===== src/rtl/mux_load_piso_if.sv =====
// -----------------------------------------------------------------------------
// mux_load_piso_if
//   Bundles the load handshake, the serial output handshake and the
//   lockstep strobes of the mux_load_piso loader.
//
//   DIN       parallel word offered by the upstream source
//   LD_VALID  upstream has a word on DIN
//   LD_READY  loader can accept DIN this cycle
//   SO        current serial bit
//   SO_VALID  SO holds a valid bit
//   SO_LAST   SO is the final bit of the word
//   SO_READY  downstream consumes SO this cycle (hold when low)
//   SD_O      registered load-accept strobe (load select of the column)
//   SP_O      shift enable, SO_VALID & SO_READY
//
//   master : the upstream/downstream environment
//   slave  : the loader itself
// -----------------------------------------------------------------------------
interface mux_load_piso_if #(
  parameter int WIDTH = 8
);
  logic [WIDTH-1:0] DIN;
  logic             LD_VALID;
  logic             LD_READY;
  logic             SO;
  logic             SO_VALID;
  logic             SO_LAST;
  logic             SO_READY;
  logic             SD_O;
  logic             SP_O;

  modport master (
    output DIN, LD_VALID, SO_READY,
    input  LD_READY, SO, SO_VALID, SO_LAST, SD_O, SP_O
  );

  modport slave (
    input  DIN, LD_VALID, SO_READY,
    output LD_READY, SO, SO_VALID, SO_LAST, SD_O, SP_O
  );
endinterface


===== src/rtl/mux_load_piso.sv =====
// -----------------------------------------------------------------------------
// mux_load_piso
//   Parallel-in/serial-out loader feeding a mux-input flop column. A WIDTH-bit
//   word is accepted over LD_VALID/LD_READY and shifted out one bit per cycle
//   in which the downstream asserts SO_READY. The last bit of a word can be
//   consumed in the same cycle the next word is loaded, so back-to-back words
//   stream without a bubble.
//
//   Parameters
//     WIDTH      word length, 2..32
//     MSB_FIRST  1: DIN[WIDTH-1] leaves first, 0: DIN[0] leaves first
//
//   Ports
//     CK   clock, rising edge
//     CD   synchronous active-high reset, overrides everything
//     bus  mux_load_piso_if slave modport (see interface header)
// -----------------------------------------------------------------------------
module mux_load_piso #(
  parameter int WIDTH     = 8,
  parameter bit MSB_FIRST = 1'b1
) (
  input  logic             CK,
  input  logic             CD,
  mux_load_piso_if.slave   bus
);

  localparam int CW = $clog2(WIDTH);
  localparam logic [CW-1:0] CNT_MAX = CW'(WIDTH - 1);

  localparam logic [0:0] ST_IDLE  = 1'b0;
  localparam logic [0:0] ST_SHIFT = 1'b1;

  logic [0:0]       state_q,    state_d;
  logic [WIDTH-1:0] sr_q,       sr_d;
  logic [CW-1:0]    cnt_q,      cnt_d;
  logic             so_q,       so_d;
  logic             so_valid_q, so_valid_d;
  logic             so_last_q,  so_last_d;
  logic             sd_q,       sd_d;

  logic ld_ready;
  logic load;
  logic [WIDTH-1:0] sr_shifted;
  logic             load_bit;

  // The last bit leaving in this cycle frees the register for a new word.
  assign ld_ready = (state_q == ST_IDLE) ||
                    ((state_q == ST_SHIFT) && (cnt_q == '0) && bus.SO_READY);
  assign load     = bus.LD_VALID && ld_ready;

  // Output end is the MSB when MSB_FIRST, else the LSB; vacated bits fill 0.
  assign sr_shifted = MSB_FIRST ? (sr_q << 1) : (sr_q >> 1);
  assign load_bit   = MSB_FIRST ? bus.DIN[WIDTH-1] : bus.DIN[0];

  always_comb begin
    // NOTE: every next-state signal is defaulted to its held value first so
    // no path through the branches below leaves it unassigned (no latches).
    state_d    = state_q;
    sr_d       = sr_q;
    cnt_d      = cnt_q;
    so_d       = so_q;
    so_valid_d = so_valid_q;
    so_last_d  = so_last_q;
    sd_d       = load;

    if (load) begin
      state_d    = ST_SHIFT;
      sr_d       = bus.DIN;
      cnt_d      = CNT_MAX;
      so_d       = load_bit;
      so_valid_d = 1'b1;
      so_last_d  = 1'b0;
    end else if ((state_q == ST_SHIFT) && bus.SO_READY) begin
      if (cnt_q != '0) begin
        sr_d      = sr_shifted;
        so_d      = MSB_FIRST ? sr_shifted[WIDTH-1] : sr_shifted[0];
        cnt_d     = cnt_q - CW'(1);
        so_last_d = (cnt_q == CW'(1));
      end else begin
        state_d    = ST_IDLE;
        so_valid_d = 1'b0;
        so_last_d  = 1'b0;
        so_d       = 1'b0;
      end
    end
  end

  always_ff @(posedge CK) begin
    // NOTE: state registers use non-blocking assignments so every flop samples
    // the pre-edge values regardless of statement order.
    if (CD) begin
      state_q    <= ST_IDLE;
      sr_q       <= '0;
      cnt_q      <= '0;
      so_q       <= 1'b0;
      so_valid_q <= 1'b0;
      so_last_q  <= 1'b0;
      sd_q       <= 1'b0;
    end else begin
      state_q    <= state_d;
      sr_q       <= sr_d;
      cnt_q      <= cnt_d;
      so_q       <= so_d;
      so_valid_q <= so_valid_d;
      so_last_q  <= so_last_d;
      sd_q       <= sd_d;
    end
  end

  assign bus.LD_READY = ld_ready;
  assign bus.SO       = so_q;
  assign bus.SO_VALID = so_valid_q;
  assign bus.SO_LAST  = so_last_q;
  assign bus.SD_O     = sd_q;
  assign bus.SP_O     = so_valid_q && bus.SO_READY;

endmodule


===== src/flat_wrapper.sv =====
// flat-port wrapper written by rule: the top's interface ports become plain ports
module mux_load_piso_flat 
#(
  parameter int WIDTH     = 8,
  parameter bit MSB_FIRST = 1'b1
)
  (CK, CD, bus_DIN, bus_LD_VALID, bus_SO_READY, bus_LD_READY, bus_SO, bus_SO_VALID, bus_SO_LAST, bus_SD_O, bus_SP_O);
  mux_load_piso_if #(.WIDTH(WIDTH)) bus_i ();
  input  logic CK;
  input  logic CD;
  input wire logic [$bits(bus_i.DIN)-1:0] bus_DIN;
  input wire logic [$bits(bus_i.LD_VALID)-1:0] bus_LD_VALID;
  input wire logic [$bits(bus_i.SO_READY)-1:0] bus_SO_READY;
  output wire logic [$bits(bus_i.LD_READY)-1:0] bus_LD_READY;
  output wire logic [$bits(bus_i.SO)-1:0] bus_SO;
  output wire logic [$bits(bus_i.SO_VALID)-1:0] bus_SO_VALID;
  output wire logic [$bits(bus_i.SO_LAST)-1:0] bus_SO_LAST;
  output wire logic [$bits(bus_i.SD_O)-1:0] bus_SD_O;
  output wire logic [$bits(bus_i.SP_O)-1:0] bus_SP_O;
  assign bus_i.DIN = bus_DIN;
  assign bus_i.LD_VALID = bus_LD_VALID;
  assign bus_i.SO_READY = bus_SO_READY;
  assign bus_LD_READY = bus_i.LD_READY;
  assign bus_SO = bus_i.SO;
  assign bus_SO_VALID = bus_i.SO_VALID;
  assign bus_SO_LAST = bus_i.SO_LAST;
  assign bus_SD_O = bus_i.SD_O;
  assign bus_SP_O = bus_i.SP_O;
  mux_load_piso #(.WIDTH(WIDTH), .MSB_FIRST(MSB_FIRST)) u_core (.CK(CK), .CD(CD), .bus(bus_i));
endmodule

===== config.mk =====
export PLATFORM = sky130hd
export DESIGN_NAME = mux_load_piso_flat
export DESIGN_NICKNAME = d
export VERILOG_FILES = /design/src/rtl/mux_load_piso_if.sv /design/src/rtl/mux_load_piso.sv /design/src/flat_wrapper.sv
export SDC_FILE = /design/constraint.sdc
export NUM_CORES = 1
export LEC_CHECK = 0
export ABC_AREA = 1
export BUFFER_PORTS_ARGS = -buffer_cell sky130_fd_sc_hd__buf_2
export CAP_MARGIN = 30
export CORE_MARGIN = 3
export CORE_UTILIZATION = 46
export CTS_CLUSTER_SIZE = 25
export DETAILED_ROUTE_END_ITERATION = 8
export PLACE_DENSITY = 0.83
export SYNTH_ARGS = -nofsm -noshare
export SYNTH_HDL_FRONTEND = slang
export SYNTH_SLANG_ARGS = --single-unit

===== constraint.sdc =====
create_clock -name CK -period 1.3 [get_ports CK]
set_input_delay 0.13 -clock CK [delete_from_list [all_inputs] [get_ports CK]]
set_output_delay 0.13 -clock CK [all_outputs]
set_load 0.02 [all_outputs]

* Word-level counts from Yosys, hierarchy flattened *
Index checks and enable logic that the tools add are counted.
Widths: inputs -> output; s select.

operators by class
  bitwise gates (word level) = 1
  muxes and demuxes = 13
  add/sub/neg operators = 1
  eq/ne operators = 2
  reductions and logical operators = 12

operators by type and width
  cell                 number
  $mux 7               3
  $mux 3               3
  $mux 1               7
  $logic_and 1x1->1    4
  $reduce_and 2->1     2
  $reduce_bool 2->1    2
  $eq 3x1->1 const B   1
  $logic_not 3->1      1
  $reduce_bool 3->1    1
  $sub 3x1->3 const B  1
  $ne 2x1->1 const B   1
  $reduce_or 2->1      1
  $logic_or 1x1->1     1
  $not 1->1            1

word-level totals
  flip-flop bits (word level) = 14
  word-level logic and storage cells = 35
  output and inout bits = 6
  input port bits = 12

* Logic depth before layout (Yosys ltp) *
Gate-level depths: netlist of run 1.

  depth in word-level cells = 7
  depth in mapped cells = 10
  depth with buffers taken out = 9

* Worst setup path after synthesis of run 1 *
No wires, ideal clock.

  kind = register to register
  start point = register u_core.cnt_q[0]
  end point = register u_core.so_q (netlist: u_core.bus.SO)
  path buffers = 1
  path slack = -65 ps
  arrival time = 1248 ps
  cell stages (with the launch flop) = 10
  setup time = 117 ps
  required time = 1183 ps
  clock period less this slack = 1365 ps
  path through = dfxtp_1 inv_1 ha_1 nand3_2 nand2_4 nand2_4 buf_8 inv_2 nor2_1 nor2_1

between the ends
  longest elaborated chain between the ends = 6
  elaborated cells between the ends (all ways) = 10
  classes of those cells = mux (3); reduce/logical (7)

ends and longest elaborated chain
  item                                         RTL line              RTL
  start, declared                              mux_load_piso.sv:35   logic [CW-1:0] cnt_q, cnt_d;
  start signal, assigned                       mux_load_piso.sv:102  cnt_q <= cnt_d;
  $logic_not 3->1 *                            mux_load_piso.sv:48   ((state_q == ST_SHIFT) && (cnt_q == '0) && bus.SO_READY);
  $logic_and 1x1->1 * (2 in a row)             mux_load_piso.sv:48
  $logic_or 1x1->1 *                           mux_load_piso.sv:47   assign ld_ready = (state_q == ST_IDLE) ||
  via bus_LD_READY                             flat_wrapper.sv:14    output wire logic [$bits(bus_i.LD_READY)-1:0] bus_LD_READY;
  $logic_and 1x1->1 *                          mux_load_piso.sv:49   assign load = bus.LD_VALID && ld_ready;
  $mux 1 or $reduce_bool 2->1 (tied branches)  n/a
  end signal, assigned                         mux_load_piso.sv:95   so_q <= 1'b0;
  end signal, assigned                         mux_load_piso.sv:103  so_q <= so_d;
  end, declared                                mux_load_piso.sv:36   logic so_q, so_d;

Mark *: on every way through the listed nets, which the timed path passes. The rest lies on a longest branch. The select of a mux whose other input is x is not followed.
A chain may end at the register's enable or synchronous reset.

* Worst setup path after layout of run 1 *
  start point = register u_core.cnt_q[0]
  end point = output port bus_LD_READY

between the ends
  longest elaborated chain between the ends = 4

ends and longest elaborated chain
  item                            RTL line
  $logic_not 3->1                 mux_load_piso.sv:48
  $logic_and 1x1->1 (2 in a row)  mux_load_piso.sv:48
  $logic_or 1x1->1                mux_load_piso.sv:47
  end, declared                   flat_wrapper.sv:14

Every way passes these cells.

==> results of run 1 <==
-- per-layer routing --
metal	part of all wire, %	up-vias
met5	0	-
met4	1.2	0
met3	4.4	2
met2	52	22
met1	43	351
li1	-	384
-- cell type report --
cell class	instances	share of cell area, %
multi-input combinational	77	46.77
sequential	14	29.33
timing repair buffer	24	15.25
inverter	11	4.264
clock buffer	3	2.326
tap	16	2.067
-- flip-flops by register name (all words and copies together) (netlist names) --
| register | count |
|---|---|
| u_core.bus.SO_LAST | 1 |
| u_core.bus.SD_O | 1 |
| u_core.cnt_q | 3 |
| u_core.bus.SO | 1 |
| u_core.bus.SO_VALID | 1 |
| u_core.sr_q | 7 |
-- power groups by stage --
stage | combinational [mW] | clock [mW] | sequential [mW]
6_report | 0.354 | 0.246 | 0.512
3_5_place_dp | 0.312 | 0 | 0.519
5_1_grt | 0.393 | 0.269 | 0.516
3_3_place_gp | 0.302 | 0 | 0.516
4_1_cts | 0.345 | 0.249 | 0.508
2_1_floorplan | 0.240 | 0 | 0.524
-- cell families after synthesis --
group	count (synthesis)	share of synthesized area [%]
simple gates	61	39.74
buf+inv	14	9.134
flops	14	35.90
compound gates	12	9.295
fa+ha+maj	3	4.808
xor+xnor	1	1.122
-- Yosys cell counts --
library cell / instances / share of area (%)
nand2_1: 24 / 12
nor2_1: 15 / 7.2
dfxtp_1: 14 / 36
inv_1: 8 / 3.8
nand3_1: 7 / 4.5
nand3b_1: 6 / 5.8
nand2_4: 4 / 5.8
o21ai_0: 4 / 2.6
a21oi_1: 3 / 1.9
ha_1: 3 / 4.8
inv_2: 3 / 1.4
nand2_2: 3 / 2.4
buf_4: 2 / 1.9
o21bai_1: 2 / 1.9
a31oi_1: 1 / 0.80
buf_8: 1 / 1.9
nand3_2: 1 / 1.3
nor3_2: 1 / 1.3
o211ai_1: 1 / 0.96
o21ai_2: 1 / 1.1
xnor2_1: 1 / 1.1
-- final timing paths --
path / start / endpoint / depth (start not counted)
worst max register to register: u_core.cnt_q[0] / u_core.sr_q[1] / 10
worst min register to register: u_core.cnt_q[1] / u_core.cnt_q[1] / 2
worst max-delay path: u_core.cnt_q[0] / bus_LD_READY / 6
worst min-delay path: CD / u_core.bus.SO_VALID / 2
-- stage by stage --
step | worst slack, ps | hold slack, ps
2_1_floorplan | 20.72 | 199.1
3_3_place_gp | 56.91 | 342.5
3_5_place_dp | 8.737 | 352.8
4_1_cts | -36.37 | 59.03
5_1_grt | -107.1 | 64.61
6_report | -53.78 | 56.92
-- repair_timing --
action	CTS	global route
pin swaps	2	2
setup buffers	5	0
gates cloned	0	0
endpoints found under the setup margin	8	12
gates resized for setup	4	4
endpoints found under the hold margin	0	0
hold buffers	0	0
==> results by group, run 1 <==
Outcome
  – Status: finished with violations
  – Failing checks: setup timing

Layout
  – Layout cells sized above 1: 37.98%
  – Most frequent cells in the layout: nand2_1, buf_2, nor2_1
  – Finished Cell Area: 968.4 sq um
  – P&R area growth vs syn: 24.04%
  – Nets: between 100 and 150
  – Fillers: around 130
  – Post-layout util: 62.12%
  – Commonest non-fill, non-tap cell in the layout: nand2_1
  – N_diodes: 0
  – Multi-input gate area in the final layout: around 450 sq um
  – Sequential cell area: ~280 sq um
  – Layout Cells excl Fill: between 100 and 150

Setup path
  – Cell Chain, Critical Path: inv_2 > ha_4 > nand3_2 > nand2_4 > buf_6 > buf_6
  – Critical Path Most Common Cell: buf_6
  – WP buf/inv: 3
  – Setup CP Type: flip-flop to primary output
  – CP arrival: 1220 ps
  – Crit path max fanout: 4
  – Top delay family on crit path: flip-flops
  – Critical Path Sink Type: primary output
  – Startpoint type of the worst setup path: flip-flop
  – Slowest CP cell: dfxtp_2
  – R2R setup slack: -10 ps
  – Critical Path RT: ~1200 ps
  – Max incr delay on CP: approximately 350 ps

Placement
  – Hpwl dp: 1169 um
  – Buffers on Ports: 17
  – DP Cell Count: between 100 and 150
  – GP Congestion: around 0.75
  – Placed cell area: 884.6 sq um

Global route
  – Largest net degree at the start of global routing: 17
  – Vias in the first global route: about 630
  – Met3 Usage GRT: under 10%
  – Grt met2 use: between 20% and 30%
  – Met1 Use GR: between 15 and 20%
  – GR peak layer: met2
  – Initial antenna violation count: 0
  – Global route overflow: 0
  – Overall Global Routing Usage: 16.74%
  – First-pass GRT wire length: between 2000 and 3000 um

Synthesis
  – Yosys reg bits: 14
  – Post-Syn Area: between 700 and 800 sq um
  – Syn_nets: 120
  – Cell count after synthesis: roughly 110
  – Yosys warns: 0
  – Yosys cell types: 21
  – Register area share after synthesis: ~36%
  – Syn_area_per_cell: around 7.4 sq um

Die
  – Die width: 47.20 um
  – Die Y: ~47 um
  – Num ports: 18
  – Initial core utilization: 50.08%
  – Row Count: 14
  – Core region area: 1559 sq um
  – Full die area: about 2200 sq um

Routing
  – Drt wl/cell: roughly 12 um
  – 1st-pass router iterations: 4
  – Vias per cell: roughly 5.2
  – Vias after detailed routing: approximately 760
  – Final ANT Viol Nets: 0
  – Final wirelength: approximately 1700 um
  – Initial DRC Count: 11
  – DRC viols: 0

Job
  – Maxcap violations: 0

Power
  – Flop pwr share: a little under half
  – Net Sw Frac: roughly a third
  – Worst vdd ir: just over 600 uV
  – Psw: ~0.37 mW
  – Total Power: approximately 1.1 mW
  – Gate power share: 31.8%
  – Clock Power Share: between 20% and 30%
  – P per Cell Area: approximately 1100 nW/um^2
  – Pint: around 0.74 mW
  – Leakage Power: between 0.5 and 0.6 nW

Timing
  – Final Max Tran Viols: 0
  – Maximum clock frequency: about 740 MHz
  – RSZ-0062 raised after global routing: yes
  – Period utilization: 104.1%
  – Crit path time final: roughly 1400 ps
  – Max-slew headroom: between 70% and 80%
  – Final setup margin: -53.78 ps
  – Final setup violation count: 3
  – Measured slew at the worst slew-check pin: approximately 340 ps
  – Final Hold Fails: 0
  – Fin Clk Skew: ~7.2 ps
  – Sum of negative setup slack: -70.31 ps

CTS
  – H-tree depth: 1
  – CTS tree: done
  – Clock-pin transition on the worst setup and hold timing paths: around 90 ps
  – Worst skew pair latency: 280 ps
  – CTS sink cnt: 14
  – Root buf cell: clkbuf_4
  – Max Buffers Root-to-Sink: 2
  – Num CTS Buffers: 3

Worst hold path
  – Worst Hold Class: input pin to flip-flop
(Power assumes the default switching activity.)
==> inputs of run 2 (changes only) <==
--- a/config.mk
+++ b/config.mk
@@ -5,14 +5,13 @@
 export SDC_FILE = /design/constraint.sdc
 export NUM_CORES = 1
 export LEC_CHECK = 0
-export ABC_AREA = 1
 export BUFFER_PORTS_ARGS = -buffer_cell sky130_fd_sc_hd__buf_2
 export CAP_MARGIN = 30
 export CORE_MARGIN = 3
-export CORE_UTILIZATION = 46
+export CORE_UTILIZATION = 54
 export CTS_CLUSTER_SIZE = 25
 export DETAILED_ROUTE_END_ITERATION = 8
-export PLACE_DENSITY = 0.83
+export PLACE_DENSITY = 0.91
 export SYNTH_ARGS = -nofsm -noshare
 export SYNTH_HDL_FRONTEND = slang
 export SYNTH_SLANG_ARGS = --single-unit
==> constraint.sdc (replaced) <==
create_clock -name CK -period 1.6 [get_ports CK]
set_input_delay 0.16 -clock CK [delete_from_list [all_inputs] [get_ports CK]]
set_output_delay 0.16 -clock CK [all_outputs]
set_load 0.02 [all_outputs]
==> run 2 against run 1 <==
Against the previous run: the run now ends clean; register-to-register slack improved by 190 ps; synthesized area decreased by 7.5%; clock-buffer cell count increased by 1; global-route usage decreased by 0.25 points; sequential power decreased by 20%; combinational power decreased by 39%; non-clock buffer count decreased by 6.
==> results by group, run 2 <==
Outcome
  – Status: completed

Synthesis
  – Most numerous cell in the Yosys netlist: dfxtp_1
  – Share of the synthesized area in the top cell type: 38.82% (+2.9 points)
  – Top FF cell, synth: dfxtp_1
  – Yosys cell types: 32 (+52%)
  – Cell count after synthesis: 73 (-30%)
  – Register area share after synthesis: 38.82% (+2.9 points)
  – Area leader, netlist: dfxtp_1
  – Post-Syn Area: 721.9 sq um (-7.5%)
  – Syn_area_per_cell: 9.890 sq um (+33%)
  – Post-synth ARST share: 0% (unchanged)
  – Yosys reg bits: 14 (unchanged)
  – Synth cell count leaders: dfxtp_1, inv_1, a31oi_1, o221a_1, a21oi_1
  – Yosys warns: 0 (unchanged)
  – Number of synthesized flops with an enable pin: 0 (unchanged)
  – Syn_nets: 88 (-27%)
  – Top cells by area, synth: dfxtp_1, o221a_1, a31oi_1, ha_1, inv_1

Routing
  – Initial DRC Count: 8 (-3)
  – Vias after detailed routing: 610 (-20%)
  – 1st-pass router iterations: 4 (unchanged)
  – Final ANT Viol Nets: 0 (unchanged)
  – Final wirelength: 1391 um (-20%)
  – Drt wl/cell: 13.12 um (+10%)
  – Vias per cell: 5.755 (+9.9%)
  – DRC viols: 0 (unchanged)

Timing
  – Period utilization: between 90% and 100%
  – Measured slew at the worst slew-check pin: 421.4 ps (+78.00 ps)
  – Final setup violation count: 0 (-3)
  – Max-slew headroom: 71.91% (-5.2 points)
  – Final Max Tran Viols: 0 (unchanged)
  – Sum of negative setup slack: 0 ps (+70.31 ps)
  – Fin Clk Skew: 2.744 ps (-4.429 ps)
  – RSZ-0062 raised after global routing: no
  – Maximum clock frequency: 676.1 MHz
  – Final Hold Fails: 0 (unchanged)
  – Crit path time final: 1479 ps

Die
  – Initial core utilization: 60.86% (+11 points)
  – Row Count: 12 (-2)
  – Core region area: 1186 sq um (-24%)
  – Num ports: 18 (unchanged)
  – Die Y: 42.57 um (-9.8%)
  – Die width: 42.57 um (-9.8%)
  – Full die area: 1812 sq um (-19%)

Power
  – Worst vdd ir: 694.2 uV (+13%)
  – Leakage Power: 0.3633 nW (-28%)
  – P per Cell Area: 1028 nW/um^2 (-10%)

Placement
  – Hpwl dp: 1033 um (-12%)
  – Buffers on Ports: 17 (unchanged)
  – GP Congestion: 0.7186 (-4.3%)
  – DP Cell Count: 102 (-26%)

Layout
  – N_diodes: 0 (unchanged)
  – Top flop regs: u_core.sr_q (7), u_core.cnt_q (3)
  – Layout cells sized above 1: 32.61% (-5.4 points)
  – Reg with most FFs: u_core.sr_q
  – Max reg flops: 7 (unchanged)
  – Commonest non-fill, non-tap cell in the layout: buf_2
  – Nets: 108 (-26%)
  – Most frequent cells in the layout: buf_2, dfxtp_1, inv_1
  – P&R area growth vs syn: 18.37%
  – Layout Cells excl Fill: 106 (-27%)

Global route
  – Initial antenna violation count: 0 (unchanged)
  – Overall Global Routing Usage: 16.49% (-0.25 points)
  – Global route overflow: 0 (unchanged)
  – First-pass GRT wire length: 2290 um (-11%)
  – GR peak layer: met2
  – Vias in the first global route: 539 (-14%)
  – Met3 Usage GRT: 3.863% (+0.41 points)
  – Largest net degree at the start of global routing: 15 (-2)
  – Grt met2 use: 26.44% (-2.8 points)
  – Met1 Use GR: 20.67% (+0.85 points)

Setup path
  – Startpoint type of the worst setup path: flip-flop
  – Critical Path RT: 1440 ps (+270 ps)
  – Critical Path Sink Type: primary output
  – Crit path max fanout: 11 (+7)
  – CP arrival: 1320 ps (+100 ps)
  – Setup CP Type: flip-flop to primary output

CTS
  – CTS tree: done
  – Hold buffers post-CTS: 0 (unchanged)
  – Max Buffers Root-to-Sink: 2 (unchanged)
  – H-tree depth: 1 (unchanged)
  – CTS sink cnt: 14 (unchanged)
  – Worst skew pair latency: 280 ps (about the same)
  – Num CTS Buffers: 3 (unchanged)
  – Clock-pin transition on the worst setup and hold timing paths: 90 ps (about the same)
  – Root buf cell: clkbuf_4

Worst hold path
  – Worst Hold Class: input pin to flip-flop

Job
  – Maxcap violations: 0 (unchanged)
[run 2: changes by cell type after synthesis, moves of 5 or more]
cell,before,now
a31oi_1,1,7
nand2_1,24,2
nand3_1,7,1
nand3b_1,6,1
nor2_1,15,2
o221a_1,0,6
[run 2: routing by layer]
metal | wire length (um) | vias up
met3 | 63 | 2
met2 | 673 | 13
li1 | - | 314
met5 | 0 | -
met1 | 638 | 281
met4 | 16 | 0
[run 2: worst max-delay path, stage by stage, from the launching register on]
cell     delay [ps]
dfxtp_1         380
and2_1          410
buf_2           250
[run 2: cell type report]
class | instances | area (sq um)
timing repair buffer | 18 | 92.59
multi-input combinational | 48 | 397.9
clock buffer | 4 | 36.28
sequential | 14 | 280.3
tap | 14 | 17.52
fill | 83 | 331.6
inverter | 8 | 30.03
[run 2: path summary, 6_finish.rpt]
check	startpoint	to	slack (ps)	depth (start not counted)
hold / removal	bus_DIN[2]	u_core.sr_q[2]	130	2
hold reg to reg	u_core.sr_q[0]	u_core.sr_q[0]	500	2
setup / recovery	u_core.bus.SO_VALID	bus_SP_O	120	2
setup reg to reg	u_core.cnt_q[0]	u_core.sr_q[3]	180	5
[run 2: timing repair]
action                     CTS  global route
setup endpoints to repair    0             3
gates resized for setup      0             1
setup buffers                0             0
[run 2: stage by stage]
stage          util, %  hold WS [ps]  power [mW]  instance area, sq um  setup WS [ps]
3_5_place_dp     68.78         424.2      0.6297                 815.8          150.1
2_1_floorplan        -         277.4      0.5745                 721.9          261.4
3_3_place_gp     68.78         417.1      0.6223                 815.8          205.9
4_1_cts          71.84         131.3      0.8838                 852.1          109.6
6_report         72.05         131.4      0.8784                 854.6          121.0
5_1_grt          72.05         139.5      0.9277                 854.6          23.06
[run 2: power breakdown]
| group | switching [mW] | leakage [nW] | internal (mW) |
|---|---|---|---|
| combinational | 0.118 | 0.226 | 0.0976 |
| sequential | 0.0237 | 0.116 | 0.385 |
| clock | 0.116 | 0.0210 | 0.138 |
| total | 0.257 | 0.363 | 0.621 |
[run 2: logic make-up (layout without fill, tap and decap cells)]
family,after synthesis,after routing,share of synthesized area [%]
buf+inv,11,30,6.412
mux,3,3,4.333
fa+ha+maj,3,3,5.200
compound gates,24,24,26.86
simple gates,18,18,18.37
flops,14,14,38.82
==> inputs of run 3 (changes only) <==
--- a/config.mk
+++ b/config.mk
@@ -5,13 +5,15 @@
 export SDC_FILE = /design/constraint.sdc
 export NUM_CORES = 1
 export LEC_CHECK = 0
+export ABC_AREA = 1
 export BUFFER_PORTS_ARGS = -buffer_cell sky130_fd_sc_hd__buf_2
 export CAP_MARGIN = 30
 export CORE_MARGIN = 3
-export CORE_UTILIZATION = 54
+export CORE_UTILIZATION = 55
 export CTS_CLUSTER_SIZE = 25
 export DETAILED_ROUTE_END_ITERATION = 8
 export PLACE_DENSITY = 0.91
+export REMOVE_ABC_BUFFERS = 1
 export SYNTH_ARGS = -nofsm -noshare
 export SYNTH_HDL_FRONTEND = slang
 export SYNTH_SLANG_ARGS = --single-unit
==> run 3 against run 2 <==
Against the previous run: worst hold slack worse by 66 ps; design area up 5.3%; worst setup slack worse by 53 ps; register-to-register slack worse by 40 ps; clock skew about the same; sequential cell count unchanged; critical path depth up 3.
==> results by group, run 3 (synthesis gave the netlist of run 1 again) <==
Outcome
  – Status: completed

Setup path
  – Crit path max fanout: 9 (-2)
  – Max incr delay on CP: 330 ps (-80 ps)
  – CP arrival: 1370 ps (+50 ps)
  – Slowest CP cell: dfxtp_1
  – Reg2Reg Launch Point: u_core.cnt_q[1]
  – Setup CP Type: flip-flop to primary output
  – WP buf/inv: 2 (+1)
  – Critical Path Sink Type: primary output
  – Stages on the worst setup path: 5 (+3)
  – Top delay family on crit path: flip-flops
  – R2R Path End: u_core.cnt_q[2]
  – R2R setup slack: 140 ps (-40 ps)
  – Critical Path RT: 1440 ps (about the same)
  – Reg2reg path depth: 8 (+3)
  – Startpoint type of the worst setup path: flip-flop
  – Cell Chain, Critical Path: inv_1 > ha_1 > nand3_2 > nand2_4 > buf_2

Layout
  – Top flop regs: u_core.sr_q (7), u_core.cnt_q (3)
  – P&R area growth vs syn: 15.22%
  – Layout Cells excl Fill: 137 (+29%)
  – Max reg flops: 7 (unchanged)
  – Commonest non-fill, non-tap cell in the layout: nand2_1
  – N_diodes: 0 (unchanged)
  – Layout cells sized above 1: 28.46% (-4.2 points)
  – Most frequent cells in the layout: nand2_1, buf_2, nor2_1
  – Finished Cell Area: 899.6 sq um (+5.3%)
  – Reg with most FFs: u_core.sr_q
  – Nets: 139 (+29%)

Timing
  – Maximum clock frequency: 652.7 MHz (-3.5%)
  – Fin Clk Skew: 2.664 ps (-0.08005 ps)
  – Final Max Tran Viols: 0 (unchanged)
  – Measured slew at the worst slew-check pin: 334.1 ps (-87.25 ps)
  – Final Hold Fails: 0 (unchanged)
  – Sum of negative setup slack: 0 ps (unchanged)
  – Period utilization: 95.76% (+3.3 points)
  – Worst Hold Margin: 65.87 ps (-65.51 ps)
  – Max-slew headroom: 77.70% (+5.8 points)
  – Crit path time final: 1532 ps (+53.16 ps)
  – Final setup violation count: 0 (unchanged)

CTS
  – CTS sink cnt: 14 (unchanged)
  – Num CTS Buffers: 3 (unchanged)
  – CTS tree: done
  – Root buf cell: clkbuf_4
  – H-tree depth: 1 (unchanged)
  – Worst skew pair latency: 280 ps (about the same)
  – Max Buffers Root-to-Sink: 2 (unchanged)
  – Clock-pin transition on the worst setup and hold timing paths: 90 ps (about the same)

Global route
  – Global route overflow: 0 (unchanged)
  – Vias in the first global route: 633 (+17%)
  – Overall Global Routing Usage: 16.65% (+0.16 points)
  – Largest net degree at the start of global routing: 17 (+2)
  – First-pass GRT wire length: 2497 um (+9.0%)
  – Initial antenna violation count: 0 (unchanged)

Routing
  – DRC viols: 0 (unchanged)
  – Final ANT Viol Nets: 0 (unchanged)
  – Drt wl/cell: 11.15 um (-15%)
  – Vias per cell: 5.088 (-12%)
  – Initial DRC Count: 15 (+7)
  – Final wirelength: 1527 um (+9.8%)
  – 1st-pass router iterations: 4 (unchanged)
  – Vias after detailed routing: 697 (+14%)

Power
  – Worst vdd ir: 620.3 uV (-11%)
  – Leakage Power: 0.4725 nW (+30%)
  – P per Cell Area: 1021 nW/um^2 (-0.68%)

Placement
  – Hpwl dp: 1067 um (+3.4%)
  – Buffers on Ports: 17 (unchanged)
  – DP Cell Count: 133 (+30%)
  – GP Congestion: 0.7946 (+11%)
  – Placed cell area: 853.3 sq um (+4.6%)

Die
  – Core region area: 1216 sq um (+2.5%)
  – Row Count: 12 (unchanged)
  – Initial core utilization: 64.20% (+3.3 points)
  – Die Y: 43.68 um (+2.6%)
  – Num ports: 18 (unchanged)
  – Full die area: 1908 sq um (+5.3%)
  – Die width: 43.68 um (+2.6%)

Worst hold path
  – Hold path cells: 2 (unchanged)
  – Worst hold path endpoint: u_core.bus.SO_VALID
  – HP Start: CD
  – Worst Hold Class: input pin to flip-flop

Job
  – Maxcap violations: 0 (unchanged)
-- run 3: cell count changes in the layout (fill, tap and decap cells not counted), sizes merged, moves of 5 or more --
cell,change
nand2,+29
o221a,-6
nand3b,+5
nand3,+7
nor2,+11
a31oi,-6
-- run 3: area by class of cell --
class	instances	area [sq um]
multi-input combinational	77	437.9
fill	88	316.6
sequential	14	281.5
timing repair buffer	17	85.08
inverter	11	41.29
clock buffer	4	36.28
tap	14	17.52
-- run 3: power by group --
group	internal [mW]	switching, mW
registers	0.388	0.0253
clock network	0.138	0.120
logic	0.0961	0.150
-- run 3: how the worst max path moves through the flow --
stage               slack, ps              end       startpoint
global placement          210  u_core.cnt_q[2]  u_core.cnt_q[0]
floorplan                 230  u_core.cnt_q[2]  u_core.cnt_q[0]
finish                     70     bus_LD_READY  u_core.cnt_q[1]
global route              -30  u_core.cnt_q[2]  u_core.cnt_q[1]
CTS                        90     bus_LD_READY  u_core.cnt_q[0]
detailed placement        150   u_core.sr_q[1]  u_core.cnt_q[0]
-- run 3: metal layers --
layer	up-vias	share of wire, %	track usage (%)
li1	371	-	-
met1	308	47	22.92
met2	16	47	26.45
met3	2	4.8	2.490
met4	0	0.52	5.422
met5	-	0	0
-- run 3: what timing repair did --
| item | 4_1_cts | 5_1_grt |
|---|---|---|
| hold buffers | 0 | 0 |
| endpoints found under the hold margin | 0 | 0 |
| buffers inserted | 0 | 0 |
| endpoints found under the setup margin | 0 | 2 |
| gates resized for setup | 0 | 2 |
-- run 3: through the flow --
| step | setup WS [ps] | util (%) | power (mW) |
|---|---|---|---|
| 2_1_floorplan | 227.5 | - | 0.5979 |
| 3_3_place_gp | 207.5 | 70.16 | 0.6508 |
| 3_5_place_dp | 152.6 | 70.16 | 0.6571 |
| 4_1_cts | 91.67 | 73.15 | 0.9113 |
| 5_1_grt | -29.60 | 73.97 | 0.9760 |
| 6_report | 67.87 | 73.97 | 0.9184 |
